$ cat src/rtl/dacboard_pkg.sv
// Shared constants and helpers for the DAC board: default clocking,
// baud divider and frame sizing, plus the serial receiver state type.
package dacboard_pkg;
  localparam int DEF_CLK_FREQ = 12_000_000;
  localparam int DEF_BAUD     = 230_400;

  typedef enum logic [1:0] {RX_IDLE, RX_START, RX_DATA, RX_STOP} rx_state_e;

  function automatic int baud_div(input int clk_hz, input int baud);
    return clk_hz / baud;
  endfunction

  function automatic int frame_bytes(input int sample_bits, input int channels);
    return channels * sample_bits / 8;
  endfunction
endpackage

$ cat src/rtl/uart_audio_rx_if.sv
// Byte stream from the serial receiver to the frame assembler.
interface uart_audio_rx_if;
  logic [7:0] data;
  logic       vld;
  logic       ferr;
  logic       idle;

  modport master (output data, vld, ferr, idle);
  modport slave  (input  data, vld, ferr, idle);
endinterface

$ cat src/rtl/uart_rx.sv
// 8N1 receiver: 2-flop synchroniser, mid-bit sampling, glitch rejection on
// the start bit; emits one-cycle byte-valid or framing-error pulses.
module uart_rx
  import dacboard_pkg::*;
#(
  parameter int DIV = 52
) (
  input  logic          clk,
  input  logic          rst,
  input  logic          rx_i,
  uart_audio_rx_if.master out
);
  localparam int CW = $clog2(DIV + 1);
  localparam logic [CW-1:0] HALF_M1 = CW'(DIV / 2 - 1);
  localparam logic [CW-1:0] FULL_M1 = CW'(DIV - 1);

  logic [1:0]    sync_q;
  logic          prev_q;
  rx_state_e     state_q;
  logic [CW-1:0] cnt_q;
  logic [2:0]    bit_q;
  logic [7:0]    sh_q;
  logic [7:0]    data_q;
  logic          vld_q;
  logic          ferr_q;
  logic          rx_s;

  assign rx_s = sync_q[1];

  always_ff @(posedge clk or posedge rst) begin
    if (rst) begin
      sync_q  <= 2'b11;
      prev_q  <= 1'b1;
      state_q <= RX_IDLE;
      cnt_q   <= '0;
      bit_q   <= '0;
      sh_q    <= '0;
      data_q  <= '0;
      vld_q   <= 1'b0;
      ferr_q  <= 1'b0;
    end else begin
      sync_q <= {sync_q[0], rx_i};
      prev_q <= rx_s;
      vld_q  <= 1'b0;
      ferr_q <= 1'b0;
      case (state_q)
        RX_IDLE: if (prev_q && !rx_s) begin
          state_q <= RX_START;
          cnt_q   <= '0;
        end
        // a start bit that is high again at mid-bit was a glitch
        RX_START: if (cnt_q == HALF_M1) begin
          cnt_q   <= '0;
          bit_q   <= '0;
          state_q <= rx_s ? RX_IDLE : RX_DATA;
        end else cnt_q <= cnt_q + CW'(1);
        RX_DATA: if (cnt_q == FULL_M1) begin
          cnt_q <= '0;
          sh_q  <= {rx_s, sh_q[7:1]};
          bit_q <= bit_q + 3'd1;
          if (bit_q == 3'd7) state_q <= RX_STOP;
        end else cnt_q <= cnt_q + CW'(1);
        RX_STOP: if (cnt_q == FULL_M1) begin
          cnt_q   <= '0;
          state_q <= RX_IDLE;
          if (rx_s) begin
            data_q <= sh_q;
            vld_q  <= 1'b1;
          end else ferr_q <= 1'b1;
        end else cnt_q <= cnt_q + CW'(1);
        default: state_q <= RX_IDLE;
      endcase
    end
  end

  assign out.data = data_q;
  assign out.vld  = vld_q;
  assign out.ferr = ferr_q;
  assign out.idle = (state_q == RX_IDLE) && rx_s;
endmodule

$ cat src/rtl/uart_audio_rx.sv
// Serial audio receiver: assembles UART bytes into multi-channel frames,
// buffers them in a FIFO and hands one frame out per DAC request.
module uart_audio_rx
  import dacboard_pkg::*;
#(
  parameter int CLK_FREQ    = DEF_CLK_FREQ,
  parameter int BAUD        = DEF_BAUD,
  parameter int SAMPLE_BITS = 16,
  parameter int CHANNELS    = 2,
  parameter int FIFO_DEPTH  = 16,
  parameter int IDLE_BITS   = 32
) (
  input  logic                              CLK_IN,
  input  logic                              RST_i,
  input  logic                              UART_RX_i,
  input  logic                              SAMPLE_REQ_i,
  input  logic                              CLEAR_i,
  output logic [CHANNELS*SAMPLE_BITS-1:0]   FRAME_o,
  output logic                              FRAME_VALID_o,
  output logic [$clog2(FIFO_DEPTH):0]       FILL_o,
  output logic                              OVERRUN_o,
  output logic                              UNDERRUN_o,
  output logic                              FRAMING_ERR_o
);
  localparam int DIV      = baud_div(CLK_FREQ, BAUD);
  localparam int FW       = CHANNELS * SAMPLE_BITS;
  localparam int NB       = frame_bytes(SAMPLE_BITS, CHANNELS);
  localparam int IW       = (NB > 1) ? $clog2(NB) : 1;
  localparam int AW       = $clog2(FIFO_DEPTH);
  localparam int IDLE_CYC = IDLE_BITS * DIV;
  localparam int TW       = $clog2(IDLE_CYC + 1);

  uart_audio_rx_if rxb ();

  uart_rx #(.DIV(DIV)) u_rx (
    .clk  (CLK_IN),
    .rst  (RST_i),
    .rx_i (UART_RX_i),
    .out  (rxb)
  );

  logic [FW-1:0] mem [FIFO_DEPTH];
  logic [FW-1:0] asm_q, asm_d, asm_full;
  logic [IW-1:0] idx_q, idx_d;
  logic [TW-1:0] idle_q, idle_d;
  logic [AW-1:0] wr_q, wr_d, rd_q, rd_d;
  logic [AW:0]   cnt_q, cnt_d;
  logic [FW-1:0] frame_q, frame_d;
  logic          fvld_q, fvld_d;
  logic          ovr_q, ovr_d, und_q, und_d, ferr_q, ferr_d;
  logic          push, pop, wr_en, full, empty, idle_hit;

  always_comb begin
    asm_d    = asm_q;
    idx_d    = idx_q;
    idle_d   = idle_q;
    push     = 1'b0;
    asm_full = asm_q;
    asm_full[{idx_q, 3'b000} +: 8] = rxb.data;
    idle_hit = (idle_q == TW'(IDLE_CYC - 1));

    if (rxb.ferr) idx_d = '0;
    else if (rxb.vld) begin
      asm_d = asm_full;
      if (idx_q == IW'(NB - 1)) begin
        push  = 1'b1;
        idx_d = '0;
      end else idx_d = idx_q + IW'(1);
    end else if (idle_hit) idx_d = '0;

    // only a held partial frame on an idle line ages toward discard
    if (!rxb.idle || idx_q == '0 || idle_hit) idle_d = '0;
    else idle_d = idle_q + TW'(1);

    full  = (cnt_q == (AW+1)'(FIFO_DEPTH));
    empty = (cnt_q == '0);
    pop   = SAMPLE_REQ_i && !empty;
    wr_en = push && (!full || pop);

    wr_d  = wr_en ? wr_q + AW'(1) : wr_q;
    rd_d  = pop ? rd_q + AW'(1) : rd_q;
    cnt_d = cnt_q;
    if (wr_en && !pop) cnt_d = cnt_q + (AW+1)'(1);
    else if (!wr_en && pop) cnt_d = cnt_q - (AW+1)'(1);

    frame_d = pop ? mem[rd_q] : frame_q;
    fvld_d  = pop;

    ovr_d  = (ovr_q && !CLEAR_i)  || (push && full && !pop);
    und_d  = (und_q && !CLEAR_i)  || (SAMPLE_REQ_i && empty);
    ferr_d = (ferr_q && !CLEAR_i) || rxb.ferr;
  end

  always_ff @(posedge CLK_IN) begin
    if (wr_en) mem[wr_q] <= asm_full;
  end

  always_ff @(posedge CLK_IN or posedge RST_i) begin
    if (RST_i) begin
      asm_q   <= '0;
      idx_q   <= '0;
      idle_q  <= '0;
      wr_q    <= '0;
      rd_q    <= '0;
      cnt_q   <= '0;
      frame_q <= '0;
      fvld_q  <= 1'b0;
      ovr_q   <= 1'b0;
      und_q   <= 1'b0;
      ferr_q  <= 1'b0;
    end else begin
      asm_q   <= asm_d;
      idx_q   <= idx_d;
      idle_q  <= idle_d;
      wr_q    <= wr_d;
      rd_q    <= rd_d;
      cnt_q   <= cnt_d;
      frame_q <= frame_d;
      fvld_q  <= fvld_d;
      ovr_q   <= ovr_d;
      und_q   <= und_d;
      ferr_q  <= ferr_d;
    end
  end

  assign FRAME_o       = frame_q;
  assign FRAME_VALID_o = fvld_q;
  assign FILL_o        = cnt_q;
  assign OVERRUN_o     = ovr_q;
  assign UNDERRUN_o    = und_q;
  assign FRAMING_ERR_o = ferr_q;
endmodule

$ cat config.mk
export PLATFORM = sky130hd
export DESIGN_NAME = uart_audio_rx
export DESIGN_NICKNAME = d
export VERILOG_FILES = /design/src/rtl/dacboard_pkg.sv /design/src/rtl/uart_audio_rx_if.sv /design/src/rtl/uart_rx.sv /design/src/rtl/uart_audio_rx.sv
export SDC_FILE = /design/constraint.sdc
export NUM_CORES = 1
export LEC_CHECK = 0
export BUFFER_PORTS_ARGS = -buffer_cell sky130_fd_sc_hd__buf_2
export CAP_MARGIN = 5
export CORE_UTILIZATION = 30
export DETAILED_ROUTE_END_ITERATION = 10
export MAX_ROUTING_LAYER = met4
export PLACE_DENSITY = 0.49
export SLEW_MARGIN = 20
export SYNTH_ARGS = -nofsm -noshare
export SYNTH_HDL_FRONTEND = slang
export SYNTH_HIERARCHICAL = 1
export SYNTH_SLANG_ARGS = --single-unit
$ cat constraint.sdc
create_clock -name CLK_IN -period 6.2 [get_ports CLK_IN]
set_input_delay 1.55 -clock CLK_IN [delete_from_list [all_inputs] [get_ports CLK_IN]]
set_output_delay 1.55 -clock CLK_IN [all_outputs]
set_load 0.03 [all_outputs]
==> results of run 1 <==
-- registers in the layout, summed over array words and instances (netlist names), 2 cells and up, named ones only --
| signal | cells |
|---|---|
| wr_q | 4 |
| u_rx/cnt_q | 6 |
| u_rx/sh_q | 8 |
| FRAME_o | 32 |
| u_rx/sync_q | 2 |
| FILL_o | 5 |
| u_rx/bit_q | 3 |
| idx_q | 2 |
| mem | 512 |
| u_rx/out.data | 8 |
| rd_q | 4 |
| idle_q | 11 |
| asm_q | 32 |
-- critical path: stages (launching register included) --
cell	delay (ns)
dfrtp_1	0.50
ha_1	0.42
nand3b_2	0.26
a31oi_2	0.71
and3b_1	0.30
and2_2	0.91
-- worst min-delay path by stage --
stage	start	slack (ns)	cells past startpoint	endpoint
after global routing	u_rx/sync_q[0]	0.37	0	u_rx/sync_q[1]
after floorplan	u_rx/sync_q[0]	0.35	0	u_rx/sync_q[1]
after global placement	u_rx/sync_q[0]	0.35	0	u_rx/sync_q[1]
after detailed placement	u_rx/sync_q[0]	0.36	0	u_rx/sync_q[1]
final	u_rx/sync_q[0]	0.36	0	u_rx/sync_q[1]
after CTS	u_rx/sync_q[0]	0.37	0	u_rx/sync_q[1]
-- cells in the mapped netlist (all sizes together) (9+ instances only) --
cell type and count:
edfxtp 512, mux4 128, dfrtp 123, nand2 53, inv 51, buf 49, o22ai 37, a21o 36
o21ai 36, mux2i 35, mux2 34, a211oi 33, clkbuf 20, ha 19, nor2 19, a21oi 14
nand3 10, xnor2 10, a22o 9
-- power by group through the flow --
stage | Sequential (mW) | Combinational (mW) | Clock (mW)
after floorplan | 5.08 | 1.44 | 0
final | 4.99 | 1.90 | 3.98
after detailed placement | 5.09 | 1.97 | 0
after global placement | 5.09 | 1.96 | 0
after global routing | 5.03 | 2.06 | 4.24
after CTS | 5.00 | 1.97 | 4.09
-- cell families (layout without fill, tap and decap cells) --
group                      count (synthesis)  count (layout)  synth area share, %
muxes                                    197             197                14.44
and+or+nand+nor                          141             141                3.141
buffers and inverters                    121             269                2.467
DFF                                      638             638                73.37
adders and majority gates                 20              20                1.021
AOI/OAI and AO/OA                        185             185                4.939
other                                      0               1                    0
xor gates and xnor gates                  18              18               0.6242
-- metal layers --
metal / wire length (microns) / vias up
li1: - / 5480
met1: 26250 / 6538
met2: 26500 / 224
met3: 2161 / 83
met4: 1024 / 0
met5: 0 / -
-- layout make-up --
cell class	count	area share, %
Antenna cell	1	0.008601
Clock buffer	98	6.661
Clock inverter	29	0.8343
Inverter	52	0.6838
Multi-Input combinational cell	561	21.41
Sequential cell	638	63.74
Tap cell	1080	4.645
Timing Repair Buffer	90	2.021
-- through the flow --
| stage | setup slack, ns | util [%] | hold slack, ns | std cells | power (mW) |
|---|---|---|---|---|---|
| after floorplan | 0.4751 | - | 0.3452 | 1320 | 6.525 |
| after global placement | 2.317 | 32.21 | 0.3487 | 2421 | 7.052 |
| after detailed placement | 2.264 | 32.23 | 0.3571 | 2421 | 7.055 |
| after CTS | 2.671 | 34.85 | 0.3652 | 2548 | 11.06 |
| after global routing | 2.412 | 34.87 | 0.3651 | 2548 | 11.33 |
| final | 2.702 | 34.88 | 0.3624 | 2549 | 10.87 |
==> impl_metrics.csv, run 1 <==
group,metric,value,unit
place,hpwlAfterDp,31.30,mm
synthesis,synthesis.nets,1345,
clock_tree,root_buffer,"clkbuf_16",
layout,layout-drive-gt1-share,25.75,%
layout,final_common_cell,"edfxtp_1",
power_and_ir_drop,switching_share,27.92,%
floorplanning,dieArea,85350,sq um
synthesis,avgSynthCellArea,19.13,sq um
floorplanning,die-height,292.2,microns
setup_path,worst-path-max-fanout,32,
grt,grtUsageMet3,2.573,%
grt,overflow,0,
setup_path,critPathLaunch,"idx_q[0]",
synthesis,synth_area,25260,sq um
power_and_ir_drop,leakage,11.18,nW
clock_tree,clk_pin_slew,0.05,ns
place,gp_congestion,0.7260,
power_and_ir_drop,p_per_area,373.5,nW/um^2
grt,grtUsageMet2,21.39,%
synthesis,synth_seq_cells,638,
setup_path,crit_type,"register to register",
grt,track_usage,13.80,%
floorplanning,start_util,30.28,%
layout,nets,1438,
setup_path,rrSetupSlack,2.70,ns
clock_tree,clockBufferDepth,3,
floorplanning,die_w,292.2,microns
power_and_ir_drop,clkPwrFrac,36.6,%
synthesis,netlist.top_cell.by_area,"edfxtp_1",
power_and_ir_drop,p_seq_share,45.9,%
layout,multi_input_area,6228,sq um
synthesis,async_flop_share,19.75,%
clock_tree,clock_sinks,638,
sta,setup_tns,0,ns
setup_path,end_kind,"register",
setup_path,cp-endpoint,"mem[9][13]",
sta,rsz0062_at_grt,"false",
floorplanning,core,83420,sq um
clock_tree,clk_latency,0.61,ns
power_and_ir_drop,power_frac_comb,17.5,%
sta,fin_crit,3.498,ns
flow_run,maxCapViolCount,0,
sta,hold_viol,0,
routing,vias,12330,
sta,period_share,56.43,%
min_path,min-delay-path-class,"register to register",
routing,post_drt_wl_per_cell,21.94,microns
floorplanning,io_pins,46,
power_and_ir_drop,vdd_drop_max,0.2580,mV
floorplanning,rows,106,
routing,wl,55.93,mm
clock_tree,cts_max_level,3,
grt,grt_pass1_wl,84.97,mm
place,port_buffers,45,
clock_tree,cts_tree,"yes",
sta,timing.final.setup_violations,0,
grt,grt_pass1_vias,13230,
clock_tree,cts_resized,0,
setup_path,critPathArrivalTime,3.70,ns
synthesis,yosys_most_used_dff,"edfxtp_1",
routing,drtIter0Drc,830,
sta,slew-limit-headroom,24.85,%
synthesis,synth_cells,1320,
synthesis,yosysSeqAreaShare,73.37,%
synthesis,synth_cell_types,61,
sta,fmax,285.8,MHz
setup_path,crit-reg2reg-launch,"idx_q[0]",
grt,met1_usage,18.71,%
setup_path,reg2reg_to,"mem[9][13]",
clock_tree,numCtsBuffers,70,
synthesis,synth_top_area_share,60.87,%
status,status,"complete, no violations",
routing,vias_per_cell,4.835,
synthesis,yosys-top-cells-area,"edfxtp_1, dfrtp_1, mux4_2",
synthesis,synth-edff-count,512,
setup_path,crit_required,6.40,ns
layout,final_cell_mix,"edfxtp_1, mux4_2, dfrtp_1",
grt,grt_max_degree,79,
routing,drc,0,
clock_tree,ctsHoldBuffers,0,
power_and_ir_drop,power.switching,3.035,mW
power_and_ir_drop,p_int,7.833,mW
grt,grt_busiest_layer,"met2",
routing,ant_nets,0,
clock_tree,cts_setup_buffers,0,
setup_path,crit_path_start_kind,"register",
layout,regArea,18540,sq um
place,place_area,26890,sq um
grt,antenna_found_initial,3,
setup_path,r2r_cells,5,
layout,fillCellCount,7782,
synthesis,ys_warn_count,6,
routing,drt-pass1-iter-count,5,
layout,design_area,29090,sq um
layout,area_growth,15.19,%
sta,drv_slew,0,
sta,tightestPinTransition,1.127,ns
sta,skew,0.02217,ns
No activity file was read; power rests on OpenSTA's default activity.
==> run 2, diff against run 1 <==
--- a/config.mk
+++ b/config.mk
@@ -5,6 +5,7 @@
 export SDC_FILE = /design/constraint.sdc
 export NUM_CORES = 1
 export LEC_CHECK = 0
+export ABC_AREA = 1
 export BUFFER_PORTS_ARGS = -buffer_cell sky130_fd_sc_hd__buf_2
 export CAP_MARGIN = 5
 export CORE_UTILIZATION = 30
==> constraint.sdc (replaced) <==
create_clock -name CLK_IN -period 3.5 [get_ports CLK_IN]
set_input_delay 0.875 -clock CLK_IN [delete_from_list [all_inputs] [get_ports CLK_IN]]
set_output_delay 0.875 -clock CLK_IN [all_outputs]
set_load 0.03 [all_outputs]
==> impl_metrics.csv, run 2 <==
group,metric,value,unit
status,status,"complete, no violations",
clock_tree,clockBufferDepth,3,
grt,grt_pass1_vias,17210,
setup_path,critical_path.cell_chain,"ha_1 -> inv_2 -> nor2_8 -> inv_2 -> a21oi_2 -> buf_4 -> nand2_2 -> nor2_4 -> buf_4",
power_and_ir_drop,leakage,12.48,nW
grt,met1_usage,21.69,%
layout,regArea,18540,sq um
clock_tree,cts_tree,"yes",
floorplanning,die_w,297.7,microns
sta,tightestPinTransition,0.9568,ns
sta,hold_viol,0,
floorplanning,core,86750,sq um
place,port_buffers,45,
grt,grtUsageMet3,2.283,%
setup_path,crit_cells,9,
grt,antenna_found_initial,1,
synthesis,yosys.cell_count.top_type,"nand2_1",
routing,drc,0,
setup_path,cp_slowest_cell,"buf_4",
setup_path,r2r_cells,9,
sta,drv_slew,0,
grt,grt_pass1_wl,108.5,mm
clock_tree,root_buffer,"clkbuf_16",
setup_path,worst-path-max-fanout,32,
setup_path,rrSetupSlack,0.75,ns
layout,final_cell_mix,"nand2_1, edfxtp_1, nand3_1",
grt,overflow,0,
sta,fmax,364.0,MHz
sta,skew,0.03260,ns
sta,setup_tns,0,ns
layout,design_area,30450,sq um
clock_tree,clock_sinks,638,
synthesis,netlist_top_cells_count,"nand2_1, edfxtp_1, nand3_1",
clock_tree,clk_latency,0.63,ns
place,place_area,28260,sq um
synthesis,netlist.top_cell.by_area,"edfxtp_1",
min_path,min-delay-path-class,"register to register",
layout,fillCellCount,8518,
routing,post_drt_wl_per_cell,19.49,microns
synthesis,synth_cells,2352,
synthesis,avgSynthCellArea,11.16,sq um
synthesis,yosysSeqAreaShare,70.63,%
synthesis,synthesis.nets,2377,
floorplanning,io_pins,46,
place,hpwlAfterDp,38.76,mm
synthesis,synth-edff-count,512,
setup_path,crit_buf_inv,4,
sta,fin_crit,2.747,ns
clock_tree,cts_max_level,3,
setup_path,critPathArrivalTime,2.99,ns
floorplanning,dieArea,88650,sq um
synthesis,yosys-top-cells-area,"edfxtp_1, nand2_1, dfrtp_1",
grt,track_usage,16.57,%
layout,multi_input_area,6833,sq um
power_and_ir_drop,total_power,20.74,mW
sta,timing.final.setup_violations,0,
setup_path,crit_type,"register to register",
layout,area_growth,16.06,%
setup_path,crit_required,3.74,ns
routing,ant_nets,0,
routing,drtIter0Drc,1334,
layout,final_common_cell,"nand2_1",
setup_path,crit-reg2reg-launch,"idx_q[1]",
power_and_ir_drop,p_per_area,681.0,nW/um^2
setup_path,reg2reg_to,"mem[13][18]",
synthesis,synth_area,26240,sq um
floorplanning,start_util,30.24,%
grt,grt_busiest_layer,"met2",
synthesis,async_flop_share,19.75,%
min_path,min_from,"u_rx/sync_q[0]",
layout,regMostFlops,"mem",
clock_tree,cts_resized,0,
setup_path,cpLargestDelayFamily,"buffers and inverters",
synthesis,synth_top_area_share,58.60,%
sta,layout_setup_ws,0.7529,ns
setup_path,crit_path_start_kind,"register",
layout,largest_reg_flops,512,
sta,period_share,78.49,%
min_path,hold-path-cell-count,0,
clock_tree,numCtsBuffers,70,
clock_tree,cts_setup_buffers,0,
min_path,hold_end,"u_rx/sync_q[1]",
grt,grtUsageMet2,26.93,%
place,gp_congestion,0.7801,
routing,vias,17250,
synthesis,synth_seq_cells,638,
synthesis,ys_warn_count,6,
place,dp_slack,0.6653,ns
power_and_ir_drop,vdd_drop_max,0.4565,mV
synthesis,synth_cell_types,38,
floorplanning,die-height,297.7,microns
sta,rsz0062_at_grt,"false",
sta,slew-limit-headroom,36.22,%
clock_tree,clk_pin_slew,0.06,ns
floorplanning,rows,108,
layout,layout-drive-gt1-share,11.51,%
setup_path,end_kind,"register",
routing,vias_per_cell,4.750,
flow_run,maxCapViolCount,0,
clock_tree,ctsHoldBuffers,0,
grt,grt_max_degree,164,
routing,wl,70.78,mm
layout,nets,2445,
routing,drt-pass1-iter-count,5,
setup_path,max_stage_delay,0.57,ns
synthesis,yosys_most_used_dff,"edfxtp_1",
[run 2: changes by cell type in the layout (fill, tap and decap cells not counted), moves of 13 or more]
cell	previous run	this run
nand2_1	53	869
nand3_1	10	344
mux4_2	128	0
a21oi_1	14	60
inv_1	49	90
a21o_1	36	0
mux2i_1	35	0
a211oi_1	33	0
nor2_4	0	20
buf_12	2	21
o21ai_0	24	41
mux2_2	14	0
inv_2	1	14
[run 2: logic make-up after synthesis]
family	Yosys count	synth area share (%)
simple gates	1293	20.75
flops	638	70.63
buf+inv	229	3.844
compound gates	162	3.462
fa+ha+maj	20	0.9824
xor+xnor	10	0.3338
[run 2: how the worst max path moves through the flow]
stage                            start     endpoint
after floorplan                  RST_i    FILL_o[0]
after global placement    SAMPLE_REQ_i    FILL_o[4]
after detailed placement  SAMPLE_REQ_i  mem[13][24]
after CTS                     idx_q[1]   mem[13][9]
after global routing          idx_q[1]    FILL_o[4]
final                         idx_q[1]  mem[13][18]
[run 2: final cells by class]
cell class	instances	area share, %
inverter	107	1.352
antenna	1	0.008218
timing repair buffer	118	3.402
clock inverter	26	0.7150
multi-input combinational	1485	22.44
tap	1155	4.746
sequential	638	60.89
clock buffer	102	6.451
[run 2: where the power goes]
part / internal, mW / switching [mW]
clock: 4.01 / 3.04
sequential: 8.35 / 0.357
combinational: 1.29 / 3.69
[run 2: per-stage QoR]
step / hold slack (ns) / instances / util, %
3_5_place_dp: 0.3472 / 3503 / 32.57
6_report: 0.3547 / 3632 / 35.10
5_1_grt: 0.3517 / 3631 / 35.10
4_1_cts: 0.3343 / 3631 / 35.09
2_1_floorplan: 0.3452 / 2352 / -
3_3_place_gp: 0.3469 / 3503 / 32.56
[run 2: routing by layer]
metal,up-vias,part of all wire [%],routed length [microns]
met5,-,0,0
met4,0,2.0,1402
met3,109,4.2,2986
li1,8177,-,-
met1,8580,46,32340
met2,387,48,34050
==> run 3, diff against run 2 <==
==> constraint.sdc (replaced) <==
create_clock -name CLK_IN -period 2.7 [get_ports CLK_IN]
set_input_delay 0.675 -clock CLK_IN [delete_from_list [all_inputs] [get_ports CLK_IN]]
set_output_delay 0.675 -clock CLK_IN [all_outputs]
set_load 0.03 [all_outputs]
==> impl_metrics.csv, run 3 (synthesis gave the netlist of run 2 again) <==
group,metric,value,unit
setup_path,end_kind,"register",
setup_path,r2r_cells,10,
setup_path,critPathLaunch,"idx_q[0]",
grt,antenna_found_initial,0,
layout,largest_reg_flops,512,
routing,post_drt_wl_per_cell,18.91,microns
sta,hold_ws,0.09462,ns
power_and_ir_drop,vdd_drop_max,0.8141,mV
sta,skew,0.02732,ns
clock_tree,ctsHoldBuffers,0,
status,status,"complete, but fails checks",
clock_tree,clockBufferDepth,3,
setup_path,crit_type,"register to register",
clock_tree,numCtsBuffers,72,
place,hpwlAfterDp,40.13,mm
grt,overflow,0,
setup_path,rrSetupSlack,0.26,ns
layout,area_growth,17.68,%
layout,fin_cells,3659,
floorplanning,dieArea,88650,sq um
routing,drtIter0Drc,1486,
grt,grt_pass1_vias,16980,
routing,ant_nets,0,
power_and_ir_drop,leakage,12.71,nW
clock_tree,cts_setup_buffers,0,
sta,tightestPinTransition,0.6159,ns
setup_path,critPathArrivalTime,2.95,ns
layout,nets,2470,
routing,drc,2,
routing,wl,69.19,mm
clock_tree,clk_latency,0.61,ns
sta,drv_slew,0,
sta,rsz0062_at_grt,"false",
clock_tree,clk_pin_slew,0.06,ns
setup_path,cp-endpoint,"asm_q[17]",
grt,track_usage,16.10,%
floorplanning,core,86750,sq um
layout,fillCellCount,8573,
layout,layout-drive-gt1-share,12.47,%
place,place_area,28500,sq um
setup_path,reg2reg_to,"asm_q[17]",
power_and_ir_drop,p_per_area,902.3,nW/um^2
sta,period_share,90.34,%
clock_tree,cts_tree,"yes",
sta,fmax,410.0,MHz
floorplanning,die_w,297.7,microns
clock_tree,clock_sinks,638,
layout,final_common_cell,"nand2_1",
layout,design_area,30880,sq um
sta,slew-limit-headroom,58.94,%
floorplanning,die-height,297.7,microns
routing,vias_per_cell,4.732,
clock_tree,cts_max_level,3,
sta,timing.final.setup_violations,0,
place,dpl.cell_count,3526,
place,gp_congestion,0.8099,
routing,vias,17310,
clock_tree,root_buffer,"clkbuf_16",
setup_path,crit_required,3.21,ns
setup_path,worst-path-max-fanout,19,
sta,hold_viol,0,
setup_path,crit-reg2reg-launch,"idx_q[0]",
min_path,min-delay-path-class,"input port to asynchronous set/reset pin",
layout,regMostFlops,"mem",
place,port_buffers,45,
routing,drt-pass1-iter-count,8,
sta,fin_crit,2.439,ns
floorplanning,io_pins,46,
clock_tree,cts_resized,0,
grt,grt_max_degree,123,
floorplanning,start_util,30.24,%
setup_path,crit_path_start_kind,"register",
status,violations,"DRC",
grt,grt_pass1_wl,105.2,mm
floorplanning,rows,108,
flow_run,maxCapViolCount,0,
layout,final_cell_mix,"nand2_1, edfxtp_1, nand3_1",
[run 3: cell count changes in the layout (fill, tap and decap cells not counted), sizes merged]
cell      delta
buf         +23
bufinv       +7
clkinv       -4
clkinvlp     +2
clkbuf       -1
[run 3: report_power, final]
part | switching, mW | internal, mW
Sequential | 0.322 | 10.8
Combinational | 5.00 | 1.88
Clock | 3.87 | 5.97
Total | 9.19 | 18.7
[run 3: critical path, stage by stage (launching register included)]
cell,delay [ns]
dfrtp_1,0.34
buf_4,0.22
inv_1,0.14
ha_1,0.40
inv_1,0.09
nor2_1,0.43
inv_1,0.16
o22ai_1,0.15
buf_4,0.26
nand2_1,0.07
o21ai_0,0.08
[run 3: worst min-delay path by stage]
stage / slack [ns] / start / to / depth (start not counted)
after floorplan: 0.35 / u_rx/sync_q[0] / u_rx/sync_q[1] / 0
after global placement: 0.35 / u_rx/sync_q[0] / u_rx/sync_q[1] / 0
after detailed placement: 0.35 / u_rx/sync_q[0] / u_rx/sync_q[1] / 0
after CTS: 0.08 / RST_i / FRAMING_ERR_o / 2
after global routing: 0.12 / RST_i / FRAMING_ERR_o / 2
final: 0.09 / RST_i / FRAMING_ERR_o / 2
[run 3: routing by layer]
metal	wire length, microns	GRT usage (%)
met3	3613	2.122
met4	1574	4.639
met5	0	-
met2	32610	25.65
met1	31390	21.47
[run 3: cell type report]
class                           count  area (sq um)  area share [%]
Antenna cell                        1         2.502        0.008105
Sequential cell                   638         18540           60.04
Clock inverter                     31         365.4           1.183
Clock buffer                      101          2012           6.516
Inverter                          107         412.9           1.337
Multi-Input combinational cell   1485          6818           22.08
Timing Repair Buffer              141          1284           4.158
Tap cell                         1155          1445           4.680
[run 3: through the flow]
stage               util, %  power, mW  setup slack (ns)  TNS (ns)
finish                35.59      27.86            0.2607         0
global route          35.59      29.13           0.03267         0
CTS                   35.59      28.22            0.2902         0
detailed placement    32.85      18.31            0.2302         0
global placement      32.85      18.30            0.2211         0
floorplan                 -      15.72           -0.4069   -156.25
